<file path="src/rtl/riscv_pkg.sv">
// riscv_pkg: shared core types and constants for the writeback path
package riscv_pkg;
  localparam int XLEN = 32;
  localparam logic [4:0] REG_ZERO = 5'd0;
  typedef struct packed {
    logic [4:0]      rd;
    logic [XLEN-1:0] data;
  } wb_req_t;
endpackage

</file>
<file path="src/rtl/wb_starve_ctr.sv">
// wb_starve_ctr: saturating count of consecutive lost arbitrations for one writeback source
module wb_starve_ctr #(
  parameter int LIMIT = 4,
  localparam int W = $clog2(LIMIT + 1)
) (
  input  logic         clk,
  input  logic         rst_n,
  input  logic         inc,
  input  logic         clr,
  output logic [W-1:0] count,
  output logic         at_limit
);
  always_comb at_limit = count == W'(LIMIT);
  always_ff @(posedge clk or negedge rst_n)
    if (!rst_n) count <= '0;
    else if (clr) count <= '0;
    else if (inc && !at_limit) count <= count + W'(1);
endmodule

</file>
<file path="src/rtl/regfile_wb_arbiter.sv">
// regfile_wb_arbiter: shares the register file write port between ALU and LSU writeback
// LSU wins contention unless the ALU has lost STARVE_LIMIT times in a row.
module regfile_wb_arbiter
  import riscv_pkg::*;
#(
  parameter int XLEN = riscv_pkg::XLEN,
  parameter int STARVE_LIMIT = 4
) (
  input  logic            clk,
  input  logic            rst_n,
  input  logic            alu_valid,
  output logic            alu_ready,
  input  logic [4:0]      alu_rd,
  input  logic [XLEN-1:0] alu_data,
  input  logic            lsu_valid,
  output logic            lsu_ready,
  input  logic [4:0]      lsu_rd,
  input  logic [XLEN-1:0] lsu_data,
  output logic            wr_en,
  output logic [4:0]      rd_addr,
  output logic [XLEN-1:0] rd_data
);
  localparam int CW = $clog2(STARVE_LIMIT + 1);
  logic [CW-1:0] starve_cnt;
  logic          at_limit;
  logic          both;
  always_comb begin
    both      = alu_valid && lsu_valid;
    alu_ready = alu_valid && (!lsu_valid || at_limit);
    lsu_ready = lsu_valid && !(alu_valid && at_limit);
  end
  wb_starve_ctr #(.LIMIT(STARVE_LIMIT)) u_starve (
    .clk      (clk),
    .rst_n    (rst_n),
    .inc      (both && lsu_ready && starve_cnt != CW'(STARVE_LIMIT)),
    .clr      (!alu_valid || alu_ready),
    .count    (starve_cnt),
    .at_limit (at_limit)
  );
  always_ff @(posedge clk or negedge rst_n)
    if (!rst_n) begin
      wr_en   <= 1'b0;
      rd_addr <= REG_ZERO;
      rd_data <= '0;
    end else begin
      wr_en <= 1'b0;
      if (alu_ready) begin
        wr_en   <= alu_rd != REG_ZERO;
        rd_addr <= alu_rd;
        rd_data <= alu_data;
      end else if (lsu_ready) begin
        wr_en   <= lsu_rd != REG_ZERO;
        rd_addr <= lsu_rd;
        rd_data <= lsu_data;
      end
    end
endmodule

</file>
<file path="config.mk">
export PLATFORM = sky130hd
export DESIGN_NAME = regfile_wb_arbiter
export DESIGN_NICKNAME = d
export VERILOG_FILES = /design/src/rtl/riscv_pkg.sv /design/src/rtl/wb_starve_ctr.sv /design/src/rtl/regfile_wb_arbiter.sv
export SDC_FILE = /design/constraint.sdc
export NUM_CORES = 1
export LEC_CHECK = 0
export BUFFER_PORTS_ARGS = -buffer_cell sky130_fd_sc_hd__buf_2
export CORE_ASPECT_RATIO = 1.75
export CORE_MARGIN = 4
export CORE_UTILIZATION = 35
export CTS_CLUSTER_SIZE = 20
export DETAILED_ROUTE_END_ITERATION = 6
export RECOVER_POWER = 25
export SLEW_MARGIN = 20
export SYNTH_ARGS = -nofsm -noshare
export SYNTH_HDL_FRONTEND = slang
export SYNTH_HIERARCHICAL = 1
export SYNTH_SLANG_ARGS = --single-unit
</file>
<file path="constraint.sdc">
create_clock -name clk -period 4.95 [get_ports clk]
set_clock_uncertainty 0.15 [all_clocks]
set_input_delay 0.7425 -clock clk [delete_from_list [all_inputs] [get_ports clk]]
set_output_delay 0.7425 -clock clk [all_outputs]
set_load 0.03 [all_outputs]
</file>
After elaboration in Yosys (flattened, before gate mapping)
Index checks and enable logic that the tools add are counted.

storage, ports and cells
  bits in registers = 41
  output and inout bits = 40
  word-level logic and storage cells = 32

cells by class
  reductions and logical operators = 17
  add/subtract/negate cells = 1
  equal/unequal tests = 2
  muxes and demuxes = 8

operator list
  cell                                                            number
  32-bit 2-to-1 mux                                               2
  5-bit 2-to-1 mux                                                2
  5-bit nonzero test                                              2
  1-bit logical AND                                               7
  3-bit 2-to-1 mux                                                2
  1-bit zero test                                                 4
  2-bit nonzero test                                              2
  3-bit by 1-bit adder with 3-bit output (second input constant)  1
  3-bit equality test (second input constant)                     1
  3-bit inequality test (second input constant)                   1
  1-bit logical OR                                                2
  1-bit 2-to-1 mux                                                2

Logic depth before layout (Yosys ltp)
Gate-level depths: netlist of the first run.

  word-level depth = 9
  mapped depth = 9

Modules after synthesis
Netlist of the first run, hierarchy kept.

by module, submodules not included
  module              area each (sq um)  cells each  instances  sequential area each (sq um)
  regfile_wb_arbiter  2321.0             219         1          950.9
  wb_starve_ctr       192.7              18          1          75.1

Worst setup path after synthesis of the first run
Ideal clock, no wire load.

  kind = reg-to-output
  start point = register u_starve.count[0]
  end point = output lsu_ready
  stages on the path, launching flop included = 9
  buffers on the path = 3
  arrival = 1.566 ns
  path slack = 2.491 ns
  cell sequence = dfrtp_1 inv_1 ha_1 and2_1 buf_6 a21bo_2 buf_6 buf_6 inv_1

between the ends
  word-level cells in the longest chain between the ends = 4

RTL lines
  element                   RTL line                  text
  start: declaration        wb_starve_ctr.sv:10       output logic [W-1:0] count,
  start signal: assignment  wb_starve_ctr.sv:17       else if (inc && !at_limit) count <= count + W'(1);
  3-bit equality test       wb_starve_ctr.sv:13       always_comb at_limit = count == W'(LIMIT);
  named net at_limit        regfile_wb_arbiter.sv:25  logic at_limit;
  1-bit logical AND         regfile_wb_arbiter.sv:30  lsu_ready = lsu_valid && !(alu_valid && at_limit);
  1-bit zero test           regfile_wb_arbiter.sv:30
  1-bit logical AND         regfile_wb_arbiter.sv:30
  end: declaration          regfile_wb_arbiter.sv:16  output logic lsu_ready,

The timed path passes the listed nets, and every way through them passes these cells.

Final worst setup path of the first run
  start point = register u_starve.count[0]
  end point = output alu_ready

between the ends
  word-level cells in the longest chain between the ends = 3

RTL lines
  element              RTL line                  text
  3-bit equality test  wb_starve_ctr.sv:13
  named net at_limit   regfile_wb_arbiter.sv:25
  1-bit logical OR     regfile_wb_arbiter.sv:29  alu_ready = alu_valid && (!lsu_valid || at_limit);
  1-bit logical AND    regfile_wb_arbiter.sv:29
  end: declaration     regfile_wb_arbiter.sv:12  output logic alu_ready,

The timed path passes the listed nets, and every way through them passes these cells.

==> results.py, run 1 <==
metrics = {
    "outcome": {
        "status": "complete, but fails checks",
        "violations": "capacitance limit, slew limit",
    },
    "timing": {
        "worstMarginPinSlew_ns": 2.190,
        "worst_slack_ns": 1.825,
        "max_freq_ghz": 0.3200,
        "setup_tns_ns": 0,
        "period_minus_slack_ns": 3.125,
        "period_share_pct": 63.13,
        "hold_viol": 0,
        "setup_viol": 0,
        "finalMaxSlewViolations": 42,
        "slew_headroom_pct": -45.98,
        "rsz0062_at_grt": "no",
    },
    "grt": {
        "grt_max_degree": 44,
        "grt_pass1_vias": 2286,
        "grt_pass1_wl_mm": 11.11,
        "overflow": 0,
        "grt_usage_pct": 16.07,
        "antenna_found_initial": 0,
    },
    "clocking": {
        "cts_tree": "yes",
        "numCtsBuffers": 5,
        "clk_pin_slew_worst_paths_ns": 0.06,
        "clk_path_buf_depth": 2,
        "postCtsSetupBuffers": 0,
        "holdBufCountCts": 0,
        "cts_resized": 0,
        "clk_latency_ns": 0.27,
        "cts_sinks": 41,
        "htree_levels": 2,
        "cts-root-buf": "clkbuf_16",
    },
    "floorplan": {
        "io_pins": 118,
        "initial_core_util_pct": 36.39,
        "die-area_sq_um": 8655,
        "core_area_sq_um": 6907,
        "die_h_microns": 120.1,
        "rows": 40,
        "die-width_microns": 72.06,
    },
    "route": {
        "routed_wl_mm": 6.902,
        "drt-initial-drc-count": 65,
        "first_pass_iters": 4,
        "drc_errors": 0,
        "wl_per_cell_microns": 16.13,
        "num_vias": 2207,
        "final_antenna_net_count": 0,
        "viasPerCell": 5.157,
    },
    "critical_path": {
        "crit-reg2reg-launch": "u_starve/count[0]$_DFFE_PN0P_",
        "end_kind": "output port",
        "cp_common_cell": "and2_1",
        "crit_path_cell_trace": "inv_1 -> ha_1 -> and2_1 -> nand2b_1 -> and2_1 -> buf_2",
        "crit_path_start": "u_starve/count[0]$_DFFE_PN0P_",
        "critPathKind": "reg2out",
        "startpoint_type": "flop",
        "cp_data_required_time_ns": 4.06,
        "crit_slowest_cell": "and2_1",
        "cpPeakStageDelay_ns": 0.74,
        "arrival_ns": 2.23,
        "worstPathMaxFanout": 25,
    },
    "placement": {
        "io_buffers": 117,
        "dp_slack_ns": 2.082,
        "dp.cells": 421,
        "hpwl_mm": 5.050,
        "gp_congestion": 0.8021,
        "placed_area_sq_um": 3059,
    },
    "synthesis": {
        "synth_fa_ha_area_share_pct": 0.9955,
        "synth_top_family_by_area": "multiplexers",
        "synth_xor_area_share_pct": 0,
        "syn_area_sq_um": 2514,
        "synth_fp_nets": 317,
        "synth-compound-area-share_pct": 18.91,
        "ys_seq_area_share_pct": 40.82,
        "synth.largest_area_cell": "dfrtp_1",
        "synthMuxAreaShare_pct": 22.20,
        "synthTopCellsByArea": "dfrtp_1 41%, mux2_4 19%, o22ai_1 9.2%, a31oi_1 8.0%, inv_1 5.2%",
        "synthCells": 237,
        "synth_top_area_share_pct": 40.82,
        "ys_types": 26,
        "ys_ff_latch": 41,
        "yosysWarnings": 6,
        "avgSynthCellArea_sq_um": 10.61,
        "synthSimpleGateAreaFrac_pct": 5.077,
    },
    "cells_and_area": {
        "fin_nets": 424,
        "layout_commonest_cell": "buf_2",
        "final_area_sq_um": 3218,
        "instances_no_fill": 428,
        "drive_above_1_share_pct": 46.51,
        "final_cell_mix": "115 x buf_2, 41 x dfrtp_1, 37 x o22ai_1",
        "area_growth_pct": 28.02,
        "diodes": 0,
    },
    "min_path": {
        "hp-start": "u_starve/count[1]$_DFFE_PN0P_",
        "worstHoldPathType": "reg2reg",
    },
    "pwr": {
        "p_per_area_nw_per_um2": 307.8,
        "leakage_nw": 1.650,
        "irDropWorstVdd_v": 0.0001752,
        "power_mw": 0.9907,
    },
    "flow_run": {
        "drv_cap": 1,
    },
}
final cells by class:
class | instances | area (sq um)
Fill cell | 685 | 3689
Multi-Input combinational cell | 141 | 1186
Sequential cell | 41 | 1026
Timing Repair Buffer | 120 | 609.3
Inverter | 35 | 131.4
Clock buffer | 5 | 125.1
Tap cell | 84 | 105.1
Clock inverter | 2 | 35.03
through the flow:
| stage | hold slack [ns] | utilization, % |
|---|---|---|
| after CTS | 0.4487 | 46.61 |
| after global placement | 0.4178 | 44.29 |
| after floorplan | 0.2969 | - |
| after global routing | 0.4684 | 46.59 |
| final | 0.4384 | 46.59 |
| after detailed placement | 0.4398 | 44.29 |
metal layers:
metal / wire, microns / global-route usage [%]
met1: 2483 / 16.82
met2: 3960 / 30.71
met3: 282 / 2.431
met4: 176 / 6.235
met5: 0 / 0
power breakdown:
part | internal, mW | switching, mW | leakage [nW]
sequential | 0.365 | 0.0173 | 0.469
combinational | 0.109 | 0.145 | 1.10
clock | 0.234 | 0.121 | 0.0797
worst paths after layout:
check                           slack, ns  cells past startpoint                            end
worst max-delay path                 1.83                      6                      alu_ready
worst min-delay path                 0.44                      2  u_starve/count[1]$_DFFE_PN0P_
worst max register to register       2.28                      7  u_starve/count[0]$_DFFE_PN0P_
worst min register to register       0.44                      2  u_starve/count[1]$_DFFE_PN0P_
max in group asynchronous            2.44                      1        rd_data[16]$_DFFE_PN0P_
min in group asynchronous            0.95                      1         rd_data[5]$_DFFE_PN0P_
logic make-up (layout without fill, tap and decap cells):
family	after synthesis	after routing
AOI/OAI and AO/OA	75	75
buffers and inverters	55	162
DFF	41	41
muxes	39	39
and+or+nand+nor	25	25
adders and majority gates	2	2
cell usage after synthesis (all sizes together):
cell type / n
o21ai: 1
and4b: 1
nand2b: 3
a31oi: 32
nor2b: 1
mux2: 38
nor2: 13
or4: 2
inv: 35
a21bo: 1
buf: 15
o211ai: 1
ha: 2
nand3b: 1
a21oi: 2
o22ai: 37
nor3: 1
and2: 2
a21boi: 1
clkbuf: 5
mux2i: 1
dfrtp: 41
nand2: 1
state kept, by name, indices dropped and copies added (netlist names):
name / count
rd_addr: 5
rd_data: 32
wr_en: 1
u_starve/count: 3
worst max-delay path, delay by kind of cell (launching register included):
| family | cells | cell delay (ns) |
|---|---|---|
| adders and majority gates | 1 | 0.19 |
| DFF | 1 | 0.41 |
| buffers and inverters | 2 | 0.26 |
| and+or+nand+nor | 3 | 1.09 |
(Power assumes the default switching activity.)
==> run 2, diff against run 1 <==
--- a/config.mk
+++ b/config.mk
@@ -5,12 +5,14 @@
 export SDC_FILE = /design/constraint.sdc
 export NUM_CORES = 1
 export LEC_CHECK = 0
+export ABC_AREA = 1
 export BUFFER_PORTS_ARGS = -buffer_cell sky130_fd_sc_hd__buf_2
 export CORE_ASPECT_RATIO = 1.75
 export CORE_MARGIN = 4
 export CORE_UTILIZATION = 35
 export CTS_CLUSTER_SIZE = 20
 export DETAILED_ROUTE_END_ITERATION = 6
+export PLACE_DENSITY = 0.7
 export RECOVER_POWER = 25
 export SLEW_MARGIN = 20
 export SYNTH_ARGS = -nofsm -noshare
==> constraint.sdc (replaced) <==
create_clock -name clk -period 2.58 [get_ports clk]
set_clock_uncertainty 0.15 [all_clocks]
set_input_delay 0.387 -clock clk [delete_from_list [all_inputs] [get_ports clk]]
set_output_delay 0.387 -clock clk [all_outputs]
set_load 0.03 [all_outputs]
==> results.py, run 2 <==
metrics = {
    "timing": {
        "period_share_pct": 89.41,
        "finalMaxSlewViolations": 0,
        "setup_tns_ns": 0,
        "setup_viol": 0,
        "period_minus_slack_ns": 2.307,
        "slew_headroom_pct": 31.33,
        "max_freq_ghz": 0.4335,
        "rsz0062_at_grt": "no",
        "worstMarginPinSlew_ns": 1.030,
        "hold_viol": 0,
    },
    "cells_and_area": {
        "fin_nets": 440,
        "layout_commonest_cell": "nand2_1",
        "largest_reg_flops": 32,
        "final_cell_mix": "124 x nand2_1, 116 x buf_2, 41 x dfrtp_1",
        "diodes": 0,
        "top_regs": "rd_data: 32 flops, rd_addr: 5 flops, u_starve/count: 3 flops",
        "drive_above_1_share_pct": 36.29,
        "regMostFlops": "rd_data",
        "final_area_sq_um": 2661,
        "area_growth_pct": 38.84,
        "fillers": 553,
    },
    "critical_path": {
        "end_kind": "output port",
        "r2r-end": "rd_data[25]$_DFFE_PN0P_",
        "reg2regPathDepth": 11,
        "arrival_ns": 1.77,
        "startpoint_type": "flop",
        "crit-reg2reg-launch": "u_starve/count[0]$_DFFE_PN0P_",
        "worstPathMaxFanout": 15,
        "r2r_slack_ns": 0.60,
        "cp_data_required_time_ns": 2.04,
        "critPathKind": "reg2out",
    },
    "pwr": {
        "leakage_nw": 1.488,
        "p_per_area_nw_per_um2": 611.6,
        "clockPowerShare_pct": 32.6,
        "internal-power_mw": 1.136,
        "switching_share_pct": 30.22,
        "switchingPower_mw": 0.4918,
        "irDropWorstVdd_v": 0.0003748,
        "p_comb_share_pct": 22.7,
        "power_frac_seq_pct": 44.7,
    },
    "clocking": {
        "htree_levels": 2,
        "cts_sinks": 41,
        "holdBufCountCts": 0,
        "clk_latency_ns": 0.28,
        "cts_resized": 0,
        "clk_path_buf_depth": 2,
        "cts_tree": "yes",
        "clk_pin_slew_worst_paths_ns": 0.08,
        "numCtsBuffers": 5,
        "postCtsSetupBuffers": 0,
        "cts-root-buf": "clkbuf_8",
    },
    "floorplan": {
        "die-width_microns": 63.94,
        "rows": 35,
        "core_area_sq_um": 5299,
        "initial_core_util_pct": 36.17,
        "io_pins": 118,
        "die-area_sq_um": 6771,
        "die_h_microns": 105.9,
    },
    "route": {
        "num_vias": 2033,
        "viasPerCell": 4.674,
        "drc_errors": 0,
        "final_antenna_net_count": 0,
        "wl_per_cell_microns": 13.41,
        "drt-initial-drc-count": 107,
        "routed_wl_mm": 5.832,
        "first_pass_iters": 4,
    },
    "synthesis": {
        "synthTopCellsByArea": "dfrtp_1 54%, nand2_1 24%, nand3_1 10%, buf_6 2.3%, inv_1 1.6%",
        "ys_ff_latch": 41,
        "ys.flop_type": "dfrtp_1",
        "synth_edf_count": 0,
        "synthTopCellsByCount": "124 x nand2_1, 41 x dfrtp_1, 39 x nand3_1",
        "synth.largest_area_cell": "dfrtp_1",
        "async_flop_share_pct": 100.0,
        "synthCells": 244,
        "ys_seq_area_share_pct": 53.52,
        "syn_area_sq_um": 1917,
        "avgSynthCellArea_sq_um": 7.856,
        "synth_top_area_share_pct": 53.52,
        "yosysWarnings": 6,
        "yosysMostFrequentCell": "nand2_1",
        "synth_fp_nets": 324,
        "ys_types": 17,
    },
    "grt": {
        "grt_usage_pct": 17.36,
        "grt_pass1_vias": 1948,
        "overflow": 0,
        "antenna_found_initial": 0,
        "grt_max_degree": 42,
        "grt_pass1_wl_mm": 9.114,
    },
    "outcome": {
        "status": "finished, final reports clean",
    },
    "placement": {
        "placed_area_sq_um": 2545,
        "gp_congestion": 0.8595,
        "hpwl_mm": 4.421,
        "io_buffers": 117,
    },
    "flow_run": {
        "drv_cap": 0,
    },
    "min_path": {
        "worstHoldPathType": "in2async",
    },
}
run 2: cell count changes after synthesis, sizes merged, moves of 3 or more:
cell	delta
nand2	+124
clkbuf	-5
a31oi	-32
nor2	-4
mux2	-38
nand2b	-3
buf	-4
nand3	+39
inv	-25
o22ai	-37
run 2: per-layer routing:
metal / GRT usage (%) / wire, microns / vias to the layer above
met3: 3.171 / 318 / 9
met5: 0 / 0 / -
met4: 8.501 / 128 / 0
met2: 31.53 / 3245 / 68
li1: - / - / 995
met1: 18.79 / 2140 / 961
run 2: cells by family (layout without fill, tap and decap cells):
logic type	count (synthesis)	count (layout)	synth area share [%]
AOI/OAI and AO/OA	3	3	0.7831
and+or+nand+nor	177	177	37.99
buffers and inverters	21	138	6.396
DFF	41	41	53.52
adders and majority gates	2	2	1.305
run 2: worst max path at each step:
stage                                  start        end  cells past startpoint
2_1_floorplan  u_starve/count[0]$_DFFE_PN0P_  alu_ready                      9
3_3_place_gp   u_starve/count[0]$_DFFE_PN0P_  alu_ready                      9
3_5_place_dp   u_starve/count[0]$_DFFE_PN0P_  alu_ready                      9
4_1_cts        u_starve/count[0]$_DFFE_PN0P_  alu_ready                      9
5_1_grt        u_starve/count[0]$_DFFE_PN0P_  alu_ready                      9
6_report       u_starve/count[0]$_DFFE_PN0P_  alu_ready                      9
run 2: power by group through the flow:
stage	Sequential [mW]	Combinational, mW	Clock, mW
2_1_floorplan	0.854	0.100	0
3_3_place_gp	0.737	0.370	0
3_5_place_dp	0.740	0.375	0
4_1_cts	0.727	0.377	0.546
5_1_grt	0.735	0.403	0.569
6_report	0.727	0.370	0.530
run 2: cell type report:
class | instances | area (sq um) | share of cell area, %
flip-flops and latches | 41 | 1026 | 38.55
multi-input cells | 182 | 768.2 | 28.87
repair buffers | 120 | 620.6 | 23.32
well taps | 74 | 92.59 | 3.479
clock buffers | 7 | 86.33 | 3.244
inverters | 10 | 37.54 | 1.410
clock inverters | 1 | 30.03 | 1.128
run 2: stage by stage:
step | utilization (%) | total power, mW | cells | setup slack (ns) | hold slack [ns]
after floorplan | - | 0.9544 | 244 | 0.8260 | -0.05859
after global placement | 48.03 | 1.107 | 427 | 0.6445 | 0.3241
after detailed placement | 48.03 | 1.115 | 427 | 0.5774 | 0.3260
after CTS | 50.22 | 1.649 | 435 | 0.2500 | 0.1084
after global routing | 50.22 | 1.707 | 435 | 0.06430 | 0.1434
final | 50.22 | 1.628 | 435 | 0.2732 | 0.1138
run 2: worst max-delay path, stage by stage (launching register included):
cell	delay (ns)
dfrtp_1	0.41
inv_1	0.09
ha_1	0.19
nand2_2	0.08
inv_1	0.07
inv_1	0.05
nand2_1	0.05
nand2_1	0.07
inv_2	0.21
buf_2	0.25
